==> config.mk <==
export PLATFORM = sky130hd
export DESIGN_NAME = fetch_queue_stage_flat
export DESIGN_NICKNAME = d
export VERILOG_FILES = /design/src/rtl/fetch_pkg.sv /design/src/rtl/fetch_queue_stage_if.sv /design/src/rtl/fetch_queue_stage_instr_queue.sv /design/src/rtl/fetch_queue_stage.sv /design/src/flat_wrapper.sv
export SDC_FILE = /design/constraint.sdc
export NUM_CORES = 1
export LEC_CHECK = 0
export ABC_AREA = 1
export CAP_MARGIN = 20
export CORE_AREA = 2 2 136 138
export DETAILED_ROUTE_END_ITERATION = 8
export DIE_AREA = 0 0 138 140
export PLACE_DENSITY = 0.53
export SYNTH_ARGS = -nofsm -noshare
export SYNTH_HDL_FRONTEND = slang
export SYNTH_HIERARCHICAL = 1
export SYNTH_SLANG_ARGS = --single-unit
==> constraint.sdc <==
create_clock -name clk -period 2.8 [get_ports clk]
set_clock_uncertainty 0.15 [all_clocks]
set_input_delay 0.7 -clock clk [delete_from_list [all_inputs] [get_ports clk]]
set_output_delay 0.7 -clock clk [all_outputs]
set_load 0.02 [all_outputs]
==> src/rtl/fetch_pkg.sv <==
// -----------------------------------------------------------------------------
// fetch_pkg
// Shared definitions for the fetch/queue stage: default widths, the reset PC,
// the NOP encoding presented on an empty queue, and the queue entry layout.
// No ports (package).
// -----------------------------------------------------------------------------
package fetch_pkg;

   localparam int INSTR_W_DEF  = 16;
   localparam int PC_W_DEF     = 8;
   localparam int DEPTH_DEF    = 4;
   localparam int RESET_PC_DEF = 0;

   // Value driven on instr_out while the queue holds nothing.
   localparam logic [INSTR_W_DEF-1:0] NOP_INSTR = 16'h0000;

   // One buffered instruction together with the PC it was fetched from.
   typedef struct packed {
      logic [INSTR_W_DEF-1:0] instr;
      logic [PC_W_DEF-1:0]    pc;
   } fetch_entry_t;

endpackage

==> src/rtl/fetch_queue_stage_if.sv <==
// -----------------------------------------------------------------------------
// fetch_queue_stage_if
// Bundles the instruction-memory port, the redirect/stall controls from the
// pipeline and the decoder-facing instruction outputs of the fetch stage.
//   master : the fetch stage (drives imem_req/imem_addr and instr outputs)
//   slave  : the environment (memory, execute and decode stages)
// -----------------------------------------------------------------------------
interface fetch_queue_stage_if
   import fetch_pkg::*;
#(
   parameter int INSTR_W = INSTR_W_DEF,
   parameter int PC_W    = PC_W_DEF
);
   logic               imem_req;
   logic [PC_W-1:0]    imem_addr;
   logic [INSTR_W-1:0] imem_rdata;
   logic               redirect_en;
   logic [PC_W-1:0]    redirect_pc;
   logic               stall;
   logic               instr_valid;
   logic [INSTR_W-1:0] instr_out;
   logic [PC_W-1:0]    pc_out;

   modport master (
      output imem_req, imem_addr, instr_valid, instr_out, pc_out,
      input  imem_rdata, redirect_en, redirect_pc, stall
   );

   modport slave (
      input  imem_req, imem_addr, instr_valid, instr_out, pc_out,
      output imem_rdata, redirect_en, redirect_pc, stall
   );
endinterface

==> src/rtl/fetch_queue_stage_instr_queue.sv <==
// -----------------------------------------------------------------------------
// instr_queue
// Synchronous DEPTH-entry FIFO of fetch entries. Flush empties the queue and
// takes priority over a push in the same cycle.
//   clk_i, rst_n_i   : clock, synchronous active-low reset
//   push_i, pop_i    : enqueue push_entry_i / dequeue head_o at the edge
//   flush_i          : discard all entries
//   full_o, empty_o  : occupancy flags, count_o : number of entries
//   head_o           : oldest entry (contents undefined while empty)
// instr_queue_chk: assertion-only companion that flags a push into a full queue.
// -----------------------------------------------------------------------------
module instr_queue
   import fetch_pkg::*;
#(
   parameter type ENTRY_T = fetch_entry_t,
   parameter int  DEPTH   = DEPTH_DEF,
   localparam int PTR_W   = $clog2(DEPTH),
   localparam int CNT_W   = PTR_W + 1
)(
   input  logic             clk_i,
   input  logic             rst_n_i,
   input  logic             push_i,
   input  logic             pop_i,
   input  logic             flush_i,
   input  ENTRY_T           push_entry_i,
   output logic             full_o,
   output logic             empty_o,
   output logic [CNT_W-1:0] count_o,
   output ENTRY_T           head_o
);
   logic [PTR_W-1:0] wr_ptr_q, wr_ptr_d;
   logic [PTR_W-1:0] rd_ptr_q, rd_ptr_d;
   logic [CNT_W-1:0] count_q, count_d;
   logic             push_ok_s, pop_ok_s;
   ENTRY_T           mem_q [DEPTH];

   // Pointer and occupancy next-state; pointers wrap naturally as DEPTH is 2^n.
   always_comb begin
      wr_ptr_d  = wr_ptr_q;
      rd_ptr_d  = rd_ptr_q;
      count_d   = count_q;
      push_ok_s = push_i && !full_o;
      pop_ok_s  = pop_i && !empty_o;
      if (flush_i) begin
         wr_ptr_d = {PTR_W{1'b0}};
         rd_ptr_d = {PTR_W{1'b0}};
         count_d  = {CNT_W{1'b0}};
      end else begin
         if (push_ok_s) begin
            wr_ptr_d = wr_ptr_q + PTR_W'(1);
         end else begin
            wr_ptr_d = wr_ptr_q;
         end
         if (pop_ok_s) begin
            rd_ptr_d = rd_ptr_q + PTR_W'(1);
         end else begin
            rd_ptr_d = rd_ptr_q;
         end
         case ({push_ok_s, pop_ok_s})
            2'b10:   count_d = count_q + CNT_W'(1);
            2'b01:   count_d = count_q - CNT_W'(1);
            default: count_d = count_q;
         endcase
      end
   end

   // Pointer and occupancy registers.
   always_ff @(posedge clk_i) begin
      if (!rst_n_i) begin
         wr_ptr_q <= {PTR_W{1'b0}};
         rd_ptr_q <= {PTR_W{1'b0}};
         count_q  <= {CNT_W{1'b0}};
      end else begin
         wr_ptr_q <= wr_ptr_d;
         rd_ptr_q <= rd_ptr_d;
         count_q  <= count_d;
      end
   end

   // Entry storage; needs no reset because empty_o masks stale contents.
   always_ff @(posedge clk_i) begin
      if (push_ok_s && !flush_i) begin
         mem_q[wr_ptr_q] <= push_entry_i;
      end
   end

   // Status flags and head-of-queue read.
   always_comb begin
      full_o  = (count_q == CNT_W'(DEPTH));
      empty_o = (count_q == {CNT_W{1'b0}});
      count_o = count_q;
      head_o  = mem_q[rd_ptr_q];
   end
endmodule

module instr_queue_chk (
   input logic clk_i,
   input logic rst_n_i,
   input logic push_i,
   input logic full_i
);
   // The credit scheme upstream must never let a response land on a full queue.
   a_no_push_when_full : assert property (@(posedge clk_i) disable iff (!rst_n_i)
                                           !(push_i && full_i));
endmodule

==> src/rtl/fetch_queue_stage.sv <==
// -----------------------------------------------------------------------------
// fetch_queue_stage
// Fetch stage: owns the PC, issues reads to a 1-cycle-latency instruction
// memory and buffers returned instructions with their PCs for the decoder.
//   clk, rst : clock, synchronous active-low reset
//   bus      : fetch_queue_stage_if.master
//              imem_req/imem_addr out, imem_rdata in (valid 1 cycle later)
//              redirect_en/redirect_pc in (flush + new PC), stall in
//              instr_valid/instr_out/pc_out out (head of queue, 0 when empty)
// -----------------------------------------------------------------------------
module fetch_queue_stage
   import fetch_pkg::*;
#(
   parameter int              INSTR_W  = INSTR_W_DEF,
   parameter int              PC_W     = PC_W_DEF,
   parameter int              DEPTH    = DEPTH_DEF,
   parameter logic [PC_W-1:0] RESET_PC = PC_W'(RESET_PC_DEF)
)(
   input logic                 clk,
   input logic                 rst,
   fetch_queue_stage_if.master bus
);
   localparam int CNT_W = $clog2(DEPTH) + 1;

   typedef struct packed {
      logic [INSTR_W-1:0] instr;
      logic [PC_W-1:0]    pc;
   } entry_t;

   logic [PC_W-1:0]  pc_q, pc_d;
   logic [PC_W-1:0]  req_pc_q, req_pc_d;
   logic             inflight_q, inflight_d;
   logic             issue_s, push_s, pop_s, full_s, empty_s;
   logic [CNT_W-1:0] count_s, occ_s;
   entry_t           push_entry_s, head_s;

   // Credit check: a request is only issued if its response is guaranteed a slot,
   // counting the one still in flight. No issue while in reset or redirecting.
   always_comb begin
      occ_s = count_s + {{(CNT_W-1){1'b0}}, inflight_q};
      if ((rst == 1'b1) && (bus.redirect_en == 1'b0) && (occ_s < CNT_W'(DEPTH))) begin
         issue_s = 1'b1;
      end else begin
         issue_s = 1'b0;
      end
   end

   // PC / in-flight next state. Clearing inflight on redirect is implicit since
   // issue_s is 0 then; the response already returning is dropped by the flush.
   always_comb begin
      pc_d       = pc_q;
      req_pc_d   = req_pc_q;
      inflight_d = issue_s;
      if (bus.redirect_en) begin
         pc_d = bus.redirect_pc;
      end else if (issue_s) begin
         pc_d     = pc_q + PC_W'(1);
         req_pc_d = pc_q;
      end else begin
         pc_d = pc_q;
      end
   end

   // PC, request-PC and in-flight registers.
   always_ff @(posedge clk) begin
      if (!rst) begin
         pc_q       <= RESET_PC;
         req_pc_q   <= {PC_W{1'b0}};
         inflight_q <= 1'b0;
      end else begin
         pc_q       <= pc_d;
         req_pc_q   <= req_pc_d;
         inflight_q <= inflight_d;
      end
   end

   // Queue controls: memory data returns the cycle after an issue.
   always_comb begin
      push_s             = inflight_q;
      push_entry_s.instr = bus.imem_rdata;
      push_entry_s.pc    = req_pc_q;
      pop_s              = !empty_s && !bus.stall;
   end

   instr_queue #(
      .ENTRY_T (entry_t),
      .DEPTH   (DEPTH)
   ) u_queue (
      .clk_i        (clk),
      .rst_n_i      (rst),
      .push_i       (push_s),
      .pop_i        (pop_s),
      .flush_i      (bus.redirect_en),
      .push_entry_i (push_entry_s),
      .full_o       (full_s),
      .empty_o      (empty_s),
      .count_o      (count_s),
      .head_o       (head_s)
   );

   instr_queue_chk u_queue_chk (
      .clk_i   (clk),
      .rst_n_i (rst),
      .push_i  (push_s),
      .full_i  (full_s)
   );

   // Memory request and decoder-facing outputs; zeros while the queue is empty.
   always_comb begin
      bus.imem_req    = issue_s;
      bus.imem_addr   = pc_q;
      bus.instr_valid = !empty_s;
      if (empty_s) begin
         bus.instr_out = INSTR_W'(NOP_INSTR);
         bus.pc_out    = {PC_W{1'b0}};
      end else begin
         bus.instr_out = head_s.instr;
         bus.pc_out    = head_s.pc;
      end
   end
endmodule
==> src/flat_wrapper.sv <==
// flat-port wrapper written by rule: the top's interface ports become plain ports
module fetch_queue_stage_flat import fetch_pkg::*;
#(
   parameter int              INSTR_W  = INSTR_W_DEF,
   parameter int              PC_W     = PC_W_DEF,
   parameter int              DEPTH    = DEPTH_DEF,
   parameter logic [PC_W-1:0] RESET_PC = PC_W'(RESET_PC_DEF)
)
  (clk, rst, bus_imem_req, bus_imem_addr, bus_instr_valid, bus_instr_out, bus_pc_out, bus_imem_rdata, bus_redirect_en, bus_redirect_pc, bus_stall);
  fetch_queue_stage_if #(.INSTR_W(INSTR_W), .PC_W(PC_W)) bus_i ();
  input logic clk;
  input logic rst;
  output wire logic [$bits(bus_i.imem_req)-1:0] bus_imem_req;
  output wire logic [$bits(bus_i.imem_addr)-1:0] bus_imem_addr;
  output wire logic [$bits(bus_i.instr_valid)-1:0] bus_instr_valid;
  output wire logic [$bits(bus_i.instr_out)-1:0] bus_instr_out;
  output wire logic [$bits(bus_i.pc_out)-1:0] bus_pc_out;
  input wire logic [$bits(bus_i.imem_rdata)-1:0] bus_imem_rdata;
  input wire logic [$bits(bus_i.redirect_en)-1:0] bus_redirect_en;
  input wire logic [$bits(bus_i.redirect_pc)-1:0] bus_redirect_pc;
  input wire logic [$bits(bus_i.stall)-1:0] bus_stall;
  assign bus_imem_req = bus_i.imem_req;
  assign bus_imem_addr = bus_i.imem_addr;
  assign bus_instr_valid = bus_i.instr_valid;
  assign bus_instr_out = bus_i.instr_out;
  assign bus_pc_out = bus_i.pc_out;
  assign bus_i.imem_rdata = bus_imem_rdata;
  assign bus_i.redirect_en = bus_redirect_en;
  assign bus_i.redirect_pc = bus_redirect_pc;
  assign bus_i.stall = bus_stall;
  fetch_queue_stage #(.INSTR_W(INSTR_W), .PC_W(PC_W), .DEPTH(DEPTH), .RESET_PC(RESET_PC)) u_core (.clk(clk), .rst(rst), .bus(bus_i));
endmodule
# Word level (Yosys, flattened, before mapping)
# Memories as Yosys holds them, arrays and structs flattened. A register that Yosys moved wholly into a read port is not among the register bits.
# Index checks and enable logic that the tools add are counted.
classes:
  n_addsub: 6
  order_cmp: 1
  n_eq_ne: 3
  muxes: 10
  bitwise: 2
  reduce_logical: 15
ops:
  columns: ["cell", "count"]
  rows:
  - ["2-to-1 mux 8 bit", 3]
  - ["2-to-1 mux 16 bit", 1]
  - ["adder 8 x 1 -> 8 bit, second input constant", 1]
  - ["logical AND 1 bit", 6]
  - ["one-hot mux 3 bit (2 select lines)", 1]
  - ["adder 2 x 1 -> 2 bit, second input constant", 2]
  - ["zero test 1 bit", 4]
  - ["2-to-1 mux 2 bit", 2]
  - ["nonzero test 2 bit", 2]
  - ["adder 3 x 1 -> 3 bit", 1]
  - ["adder 3 x 1 -> 3 bit, second input constant", 1]
  - ["equality test 3 bit, second input constant", 1]
  - ["zero test 3 bit", 1]
  - ["less-than comparator 3 bit, second input constant", 1]
  - ["2-to-1 mux 1 bit", 3]
  - ["subtractor 3 x 1 -> 3 bit, second input constant", 1]
  - ["equality test 2 x 1 -> 1 bit, second input constant", 1]
  - ["equality test 2 bit, second input constant", 1]
  - ["NOT 1 bit", 2]
  - ["AND reduction 2 bit", 1]
  - ["OR reduction 2 bit", 1]
word_totals:
  register_bits: 24
  ram_bits: 96
  wordCells: 44
  n_memories: 1
mem_list:
  columns: ["name", "depth", "width", "rd", "rd_ports_with_merged_regs", "wr", "line_no", "rtl"]
  rows:
  - ["u_core.u_queue.mem_q", 4, 24, 1, 1, 1, "fetch_queue_stage_instr_queue.sv:35", "ENTRY_T mem_q [DEPTH];"]

# Longest topological paths before layout
# Gate-level depths: netlist (run 1).
logic_depth:
  ltp_word: 6
  ltp_mapped: 16

# Cells and area by module
# The synthesis (run 1) kept the hierarchy.
by_module_without_submodules:
  columns: ["mod", "instances", "cells_per_inst", "area_each_um2"]
  rows:
  - ["instr_queue", 1, 310, 4249.1]
  - ["fetch_queue_stage", 1, 180, 1057.3]

# Worst setup path after synthesis (run 1)
# Ideal clock, no wire load.
synth_timing:
  kind: "in2reg"
  startpoint: "in bus_redirect_en"
  endpoint: "mem u_core/u_queue/mem_q[1][0] (netlist bit) (enable)"
  arrival_time_ps: 1875
  path_slack_ps: 370
  stages: 3
  path_buffers: 0
  path_cell_list: "inv_1 nand2_1 nor2_1"
synth_via:
  elab_chain_cells: 4
synth_lines:
  columns: ["item", "line_no", "rtl"]
  rows:
  - ["start, declared", "flat_wrapper.sv:19", "input wire logic [$bits(bus_i.redirect_en)-1:0] bus_redirect_en;"]
  - ["zero test 1 bit", "fetch_queue_stage_instr_queue.sv:82", "if (push_ok_s && !flush_i) begin"]
  - ["logical AND 1 bit", "fetch_queue_stage_instr_queue.sv:82", null]
  - ["2-to-1 mux 1 bit", "fetch_queue_stage_instr_queue.sv:82", null]
  - ["2-to-1 mux 1 bit (not written as such)", "fetch_queue_stage_instr_queue.sv:83", "mem_q[wr_ptr_q] <= push_entry_i;"]
  - ["end, declared", "fetch_queue_stage_instr_queue.sv:35", null]
# No other way between the ends.

# Final worst setup path (run 1)
layout_timing:
  startpoint: "in rst"
  endpoint: "out bus_imem_req"
layout_via:
  elab_chain_cells: 3
layout_lines:
  columns: ["item", "line_no", "rtl"]
  rows:
  - ["start, declared", "flat_wrapper.sv:12", "input logic rst;"]
  - ["logical AND 1 bit (2 in a row)", "fetch_queue_stage.sv:41", "if ((rst == 1'b1) && (bus.redirect_en == 1'b0) && (occ_s < CNT_W'(DEPTH))) begin"]
  - ["2-to-1 mux 1 bit", "fetch_queue_stage.sv:41", null]
  - ["end, declared", "flat_wrapper.sv:13", "output wire logic [$bits(bus_i.imem_req)-1:0] bus_imem_req;"]
# No other way between the ends.

==> results of run 1 <==
-- area by class of cell --
| type | instances | area (um^2) |
|---|---|---|
| Clock buffer | 19 | 433 |
| Clock inverter | 12 | 131 |
| Fill cell | 1733 | 10900 |
| Inverter | 62 | 233 |
| Multi-Input combinational cell | 285 | 1550 |
| Sequential cell | 122 | 3410 |
| Tap cell | 229 | 287 |
| Timing Repair Buffer | 82 | 822 |
-- synthesized netlist by cell type --
| master | count | area share, % |
|---|---|---|
| inv_2 | 6 | 0.42 |
| nand4_1 | 1 | 0.12 |
| xnor2_1 | 1 | 0.17 |
| buf_2 | 11 | 1.0 |
| ha_1 | 6 | 1.4 |
| o22ai_2 | 20 | 4.7 |
| a21oi_1 | 11 | 1.0 |
| nor2_2 | 23 | 2.7 |
| nor2_4 | 1 | 0.21 |
| nand3_2 | 1 | 0.19 |
| edfxtp_1 | 96 | 54 |
| inv_1 | 56 | 4.0 |
| buf_4 | 2 | 0.28 |
| o21ai_0 | 50 | 4.7 |
| o22ai_1 | 4 | 0.47 |
| nand3b_1 | 2 | 0.28 |
| nand2_2 | 1 | 0.12 |
| xor2_1 | 1 | 0.17 |
| buf_6 | 4 | 0.85 |
| fa_1 | 1 | 0.38 |
| nor2_1 | 73 | 5.2 |
| o21ai_1 | 6 | 0.57 |
| clkbuf_1 | 4 | 0.28 |
| dfxtp_1 | 26 | 9.8 |
| nand2_1 | 57 | 4.0 |
| nand3_1 | 25 | 2.4 |
| mux2_2 | 1 | 0.21 |
-- cells by family after synthesis --
family,Yosys count
buffers and inverters,83
and+or+nand+nor,184
DFF,122
AOI/OAI and AO/OA,91
xor gates and xnor gates,2
adders and majority gates,7
muxes,1
-- sequential cells by signal, indices dropped and copies added, names as in the netlist, named ones only --
signal and flops:
u_core/inflight_q 1, u_core/u_queue/mem_q 96, u_core/u_queue/rd_ptr_q 2, u_core/u_queue/wr_ptr_q 2, u_core/u_queue/count_o 3, u_core/req_pc_q 8, u_core/bus.imem_addr 8
-- critical path, cell delays in order --
cell and delay, ns:
clkdlybuf4s50_1 0.49, inv_2 0.06, nor2_4 0.08, nand2_1 0.08, nor2_2 0.12, clkdlybuf4s15_1 0.32
-- cell usage in the layout (no fill, tap or decap) --
master | synthesis | routed
nand3b_1 | 2 | 2
ha_1 | 6 | 6
fa_1 | 1 | 1
nor2_1 | 73 | 69
clkdlybuf4s50_1 | 0 | 35
clkbuf_1 | 4 | 2
nand2_1 | 57 | 57
bufinv_16 | 0 | 3
dlygate4sd2_1 | 0 | 19
dfxtp_1 | 26 | 24
nand3_1 | 25 | 25
nor2_2 | 23 | 27
o22ai_2 | 20 | 20
nand3_2 | 1 | 1
o21ai_0 | 50 | 50
buf_12 | 0 | 7
edfxtp_1 | 96 | 96
mux2_2 | 1 | 1
nand4_1 | 1 | 1
clkinvlp_4 | 0 | 1
o21ai_1 | 6 | 6
dfxtp_2 | 0 | 2
clkdlybuf4s15_1 | 0 | 2
nand2_2 | 1 | 1
clkbuf_2 | 0 | 4
dlymetal6s2s_1 | 0 | 1
buf_4 | 2 | 12
clkinv_1 | 0 | 5
nor2_4 | 1 | 1
clkbuf_16 | 0 | 17
inv_1 | 56 | 56
buf_6 | 4 | 2
a21oi_1 | 11 | 11
clkinv_2 | 0 | 3
xor2_1 | 1 | 1
xnor2_1 | 1 | 1
inv_2 | 6 | 6
o22ai_1 | 4 | 4
-- per-layer routing --
layer  vias to the layer above  wire length, um  part of all wire, %
li1                       1820                -                    -
met1                      1754             5150                   46
met2                        81             5500                   49
met3                         6              562                  5.0
met4                         0               65                 0.58
met5                         -                0                    0
-- worst max path at each step --
stage / from / end / cells after the start
after floorplan: bus_redirect_en / u_core/u_queue/mem_q[1][0]$_DFFE_PP_ / 3
after global placement: rst / bus_imem_req / 6
after detailed placement: rst / bus_imem_req / 6
after CTS: register / bus_instr_out[1] / 6
after global routing: u_core/u_queue/count_o[2]$_SDFFE_PP0P_ / bus_instr_out[13] / 6
final: rst / bus_imem_req / 6
-- through the flow --
step | TNS, ns | instances
2_1_floorplan | 0 | 490
3_3_place_gp | -0.199 | 780
3_5_place_dp | -0.222 | 780
4_1_cts | -0.191 | 811
5_1_grt | 0 | 811
6_report | 0 | 811
-- power by group --
part / switching [mW] / total, mW / internal [mW]
Clock: 0.712 / 2.08 / 1.37
Combinational: 0.131 / 0.241 / 0.109
Sequential: 0.0264 / 2.01 / 1.98
-- timing repair --
action                                  CTS  global route
endpoints found under the setup margin   26            13
pin swaps                                 0             0
gates cloned                              0             0
resized for setup                        27            13
==> reports/metrics.csv, run 1 <==
stage,metric,value,unit
status,status,finished clean,
critical_path,r2r_end,u_core/u_queue/count_o[2]$_SDFFE_PP0P_,
final_layout,finalInstanceArea,6860,um^2
synthesis,synthDistinctLibCells,27,
synthesis,synth.cell_area,5310,um^2
hold_path,min_delay_worst_endpoint,u_core/u_queue/mem_q[1][1]$_DFFE_PP_,
synthesis,synth_mux_area_share,0.212,%
global_route,grt_util_met2,20.3,%
final_layout,area_growth,29.3,%
placement,gp_congestion,0.792,
hold_path,hold_class,register to register,
placement,pre_cts_slack,-0.222,ns
sta,slew_viol_final,0,
final_layout,post-route-util,38.6,%
sta,fin_crit,2.71,ns
synthesis,synth_sequential_area_ratio,64.1,%
job,max_cap_violations,0,
clock_tree,cts_tree,yes,
global_route,grt_pass1_wl,18.6,mm
clock_tree,clk_pin_slew_worst_paths,0.05,ns
sta,setup_viol,0,
routing,drt_iter0_markers,155,
critical_path,r2r_cells,16,
final_layout,fin_nets,605,
final_layout,antenna_cells,0,
placement,dpl_cell_area,6330,um^2
global_route,grt_pass1_vias,3684,
clock_tree,cts_root_buf,clkbuf_16,
global_route,grt_use_total,12.2,%
synthesis,yosys.area_share.simple,15.2,%
clock_tree,postCtsSetupRepairBufs,0,
floorplan,io_pins,62,
clock_tree,cts_buffer_depth,2,
sta,fin_ws,0.0866,ns
synthesis,avgSynthCellArea,10.8,um^2
critical_path,critPathKind,input port to primary output,
power,power.static_leakage,2.70,nW
floorplan,die_area,19300,um^2
synthesis,synth_nets,525,
sta,finalCritPeriodShare,96.9,%
critical_path,start_kind,input port,
sta,max_slew_margin,74.5,%
critical_path,r2r_start,u_core/u_queue/count_o[1]$_SDFFE_PP0P_,
floorplan,die-height,140,um
clock_tree,h-tree-depth,4,
critical_path,cp_max_fo,2,
routing,firstDrtPassIters,5,
global_route,grt_overflow,0,
synthesis,yosysWarnings,6,
routing,wl_per_cell,13.9,um
floorplan,core,17800,um^2
global_route,met3_usage,4.07,%
synthesis,synth_seq_cells,122,
final_layout,drive_gt1_share,18.6,%
clock_tree,holdBufCountCts,0,
power,ir_drop,0.000381,V
global_route,grt_max_degree,27,
hold_path,holdPathStages,0,
synthesis,synth_fa_ha_area_share,1.79,%
sta,holdWs,0.348,ns
routing,vias,3661,
power,power_density,632,nW/um^2
synthesis,synth_compound_area_share,11.5,%
power,power.total,4.33,mW
sta,finalHoldViolCount,0,
sta,grt_setup_unrepaired,no,
floorplan,start_util,29.8,%
synthesis,synth_top_family_by_area,simple AND/OR/NAND/NOR gates,
sta,worstMarginPinSlew,0.383,ns
clock_tree,cts-buffers-inserted,17,
synthesis,syn_inst,490,
floorplan,die_w,138,um
routing,viasPerCell,4.51,
synthesis,synth_xor_area_share,0.330,%
placement,dp_hpwl,7.22,mm
clock_tree,cts_sinks,122,
global_route,grt-busiest-layer,met2,
critical_path,crit_required,1.95,ns
critical_path,cp-end-kind,primary output,
routing,drc,0,
floorplan,rows,49,
global_route,grtUsageMet1,15.0,%
routing,wl,11.3,mm
placement,io_buffers,61,
global_route,antenna_found_initial,0,
sta,timing.fmax,369,MHz
routing,ant_nets,0,
hold_path,hp-start,u_core/req_pc_q[1]$_SDFFE_PN0P_,
clock_tree,clock_latency,0.40,ns
critical_path,crit_arrival,1.86,ns
critical_path,rrSetupSlack,0.28,ns
No activity file was read; power rests on OpenSTA's default activity.
==> inputs of run 2 (changes only) <==
==> constraint.sdc (replaced) <==
create_clock -name clk -period 2.8 [get_ports clk]
set_clock_uncertainty 0.15 [all_clocks]
set_input_delay 0.28 -clock clk [delete_from_list [all_inputs] [get_ports clk]]
set_output_delay 0.28 -clock clk [all_outputs]
set_load 0.02 [all_outputs]
==> reports/metrics.csv, run 2 (synthesis gave the netlist of run 1 again) <==
stage,metric,value,unit,change
routing,wl,11.5,mm,was 11.3 mm
power,ir_drop,0.000454,V,was 0.000381 V
power,clkPwrFrac,46.5,%,was 48.0%
global_route,antenna_found_initial,0,,unchanged
placement,dp_hpwl,7.32,mm,was 7.22 mm
floorplan,core,17800,um^2,unchanged
floorplan,die_w,138,um,unchanged
sta,worstMarginPinSlew,0.405,ns,was 0.383 ns
hold_path,hold_class,register to register,,unchanged
critical_path,start_kind,register,,was input port
power,p_sw,0.905,mW,was 0.870 mW
sta,finalHoldViolCount,0,,unchanged
power,pwr-share-seq,47.8,%,was 46.4%
sta,finalCritPeriodShare,94.2,%,was 96.9%
sta,fin_setup_tns,0,ns,unchanged
floorplan,rows,49,,unchanged
critical_path,crit_required,2.37,ns,was 1.95 ns
placement,gp_congestion,0.825,,was 0.792
final_layout,post-route-util,38.1,%,was 38.6%
power,combinationalPowerShare,5.7,%,was 5.6%
power,swShare,21.5,%,was 20.1%
global_route,grt_max_degree,35,,was 27
sta,fin_ws,0.163,ns,was 0.0866 ns
placement,io_buffers,61,,unchanged
clock_tree,cts-buffers-inserted,17,,unchanged
final_layout,fin_nets,600,,was 605
final_layout,antenna_cells,0,,unchanged
clock_tree,clock_latency,0.41,ns,was 0.40 ns
clock_tree,clk_pin_slew_worst_paths,0.05,ns,about the same
final_layout,mostFrequentLayoutCells,"96 x edfxtp_1, 69 x nor2_1, 59 x clkdlybuf4s50_1, 57 x nand2_1, 55 x inv_1",,"was 96 x edfxtp_1, 69 x nor2_1, 57 x nand2_1, 56 x inv_1, 50 x o21ai_0"
floorplan,die-height,140,um,unchanged
routing,firstDrtPassIters,4,,was 5
global_route,grt_pass1_wl,18.8,mm,was 18.6 mm
status,status,finished clean,,unchanged
final_layout,finalInstanceArea,6770,um^2,was 6860 um^2
routing,vias,3655,,was 3661
global_route,grt_pass1_vias,3701,,was 3684
sta,grt_setup_unrepaired,no,,unchanged
power,internal-power,3.30,mW,was 3.46 mW
clock_tree,cts_tree,yes,,unchanged
power,power.static_leakage,2.56,nW,was 2.70 nW
sta,holdWs,0.354,ns,was 0.348 ns
clock_tree,h-tree-depth,4,,unchanged
floorplan,die_area,19300,um^2,unchanged
critical_path,cp-end-kind,primary output,,unchanged
sta,slew_viol_final,0,,unchanged
floorplan,io_pins,62,,unchanged
final_layout,final_common_cell,edfxtp_1,,unchanged
global_route,grt_use_total,12.4,%,was 12.2%
final_layout,area_growth,27.6,%,was 29.3%
placement,dpl_cell_area,6220,um^2,was 6330 um^2
critical_path,critPathKind,register to primary output,,was input port to primary output
routing,drt_iter0_markers,178,,was 155
global_route,grt_overflow,0,,unchanged
sta,timing.fmax,379,MHz,was 369 MHz
routing,wl_per_cell,14.3,um,was 13.9 um
sta,fin_crit,2.64,ns,was 2.71 ns
power,power_density,622,nW/um^2,was 632 nW/um^2
final_layout,drive_gt1_share,17.5,%,was 18.6%
sta,setup_viol,0,,unchanged
routing,drc,0,,unchanged
sta,max_slew_margin,73.0,%,was 74.5%
placement,pre_cts_slack,0.466,ns,was -0.222 ns
critical_path,crit_arrival,2.21,ns,was 1.86 ns
job,max_cap_violations,0,,unchanged
critical_path,cp_max_fo,24,,was 2
clock_tree,cts_buffer_depth,2,,unchanged
floorplan,start_util,29.8,%,unchanged
final_layout,largest_reg_flops,96,,unchanged
clock_tree,postCtsSetupRepairBufs,0,,unchanged
clock_tree,cts_root_buf,clkbuf_16,,unchanged
final_layout,top_register,u_core/u_queue/mem_q,,unchanged
routing,ant_nets,0,,unchanged
routing,viasPerCell,4.53,,was 4.51
clock_tree,cts_sinks,122,,unchanged
run 2: layout make-up:
type                       count  area, um^2
timing repair buffer          77         756
multi-input combinational    285        1550
inverter                      62         236
fill                        1746       11000
tap                          229         287
clock inverter                12         103
clock buffer                  20         437
sequential                   122        3400
run 2: final timing paths:
| check | startpoint | endpoint | slack, ns | cells past startpoint |
|---|---|---|---|---|
| hold reg to reg | u_core/req_pc_q[4]$_SDFFE_PN0P_ | u_core/u_queue/mem_q[2][4]$_DFFE_PP_ | 0.35 | 0 |
| hold / removal | u_core/req_pc_q[4]$_SDFFE_PN0P_ | u_core/u_queue/mem_q[2][4]$_DFFE_PP_ | 0.35 | 0 |
| setup reg to reg | u_core/u_queue/count_o[1]$_SDFFE_PP0P_ | u_core/u_queue/count_o[2]$_SDFFE_PP0P_ | 0.52 | 15 |
| setup / recovery | register | bus_instr_out[4] | 0.16 | 7 |
run 2: stage by stage:
step,instances,total power [mW]
6_report,807,4.21
5_1_grt,807,4.37
4_1_cts,807,4.27
3_5_place_dp,775,2.29
3_3_place_gp,775,2.29
2_1_floorplan,490,2.16
run 2: worst max-delay path, cell delays in order (launching register included):
cell and delay [ns]:
dfxtp_1 0.36, inv_4 0.21, buf_12 0.22, o21ai_0 0.11, o22ai_2 0.11, inv_1 0.05
nor2_1 0.11, clkdlybuf4s50_1 0.63
run 2: routing by layer:
metal / vias to the layer above / GRT usage (%) / share of wire, %
li1: 1805 / - / -
met1: 1763 / 15.5 / 47
met2: 81 / 20.7 / 49
met3: 6 / 4.10 / 4.0
met4: 0 / 3.22 / 0.46
met5: - / 0 / 0
run 2: timing repair:
item / 4_1_cts / 5_1_grt
setup endpoints to repair: 0 / 19
gates resized for setup: 0 / 8
hold buffers: 0 / 0
run 2: power by group through the flow:
stage	Combinational, mW	Sequential (mW)	Clock (mW)
after floorplan	0.116	2.05	0
after global placement	0.242	2.05	0
after detailed placement	0.244	2.05	0
after CTS	0.246	2.01	2.01
after global routing	0.265	2.01	2.09
final	0.242	2.01	1.96
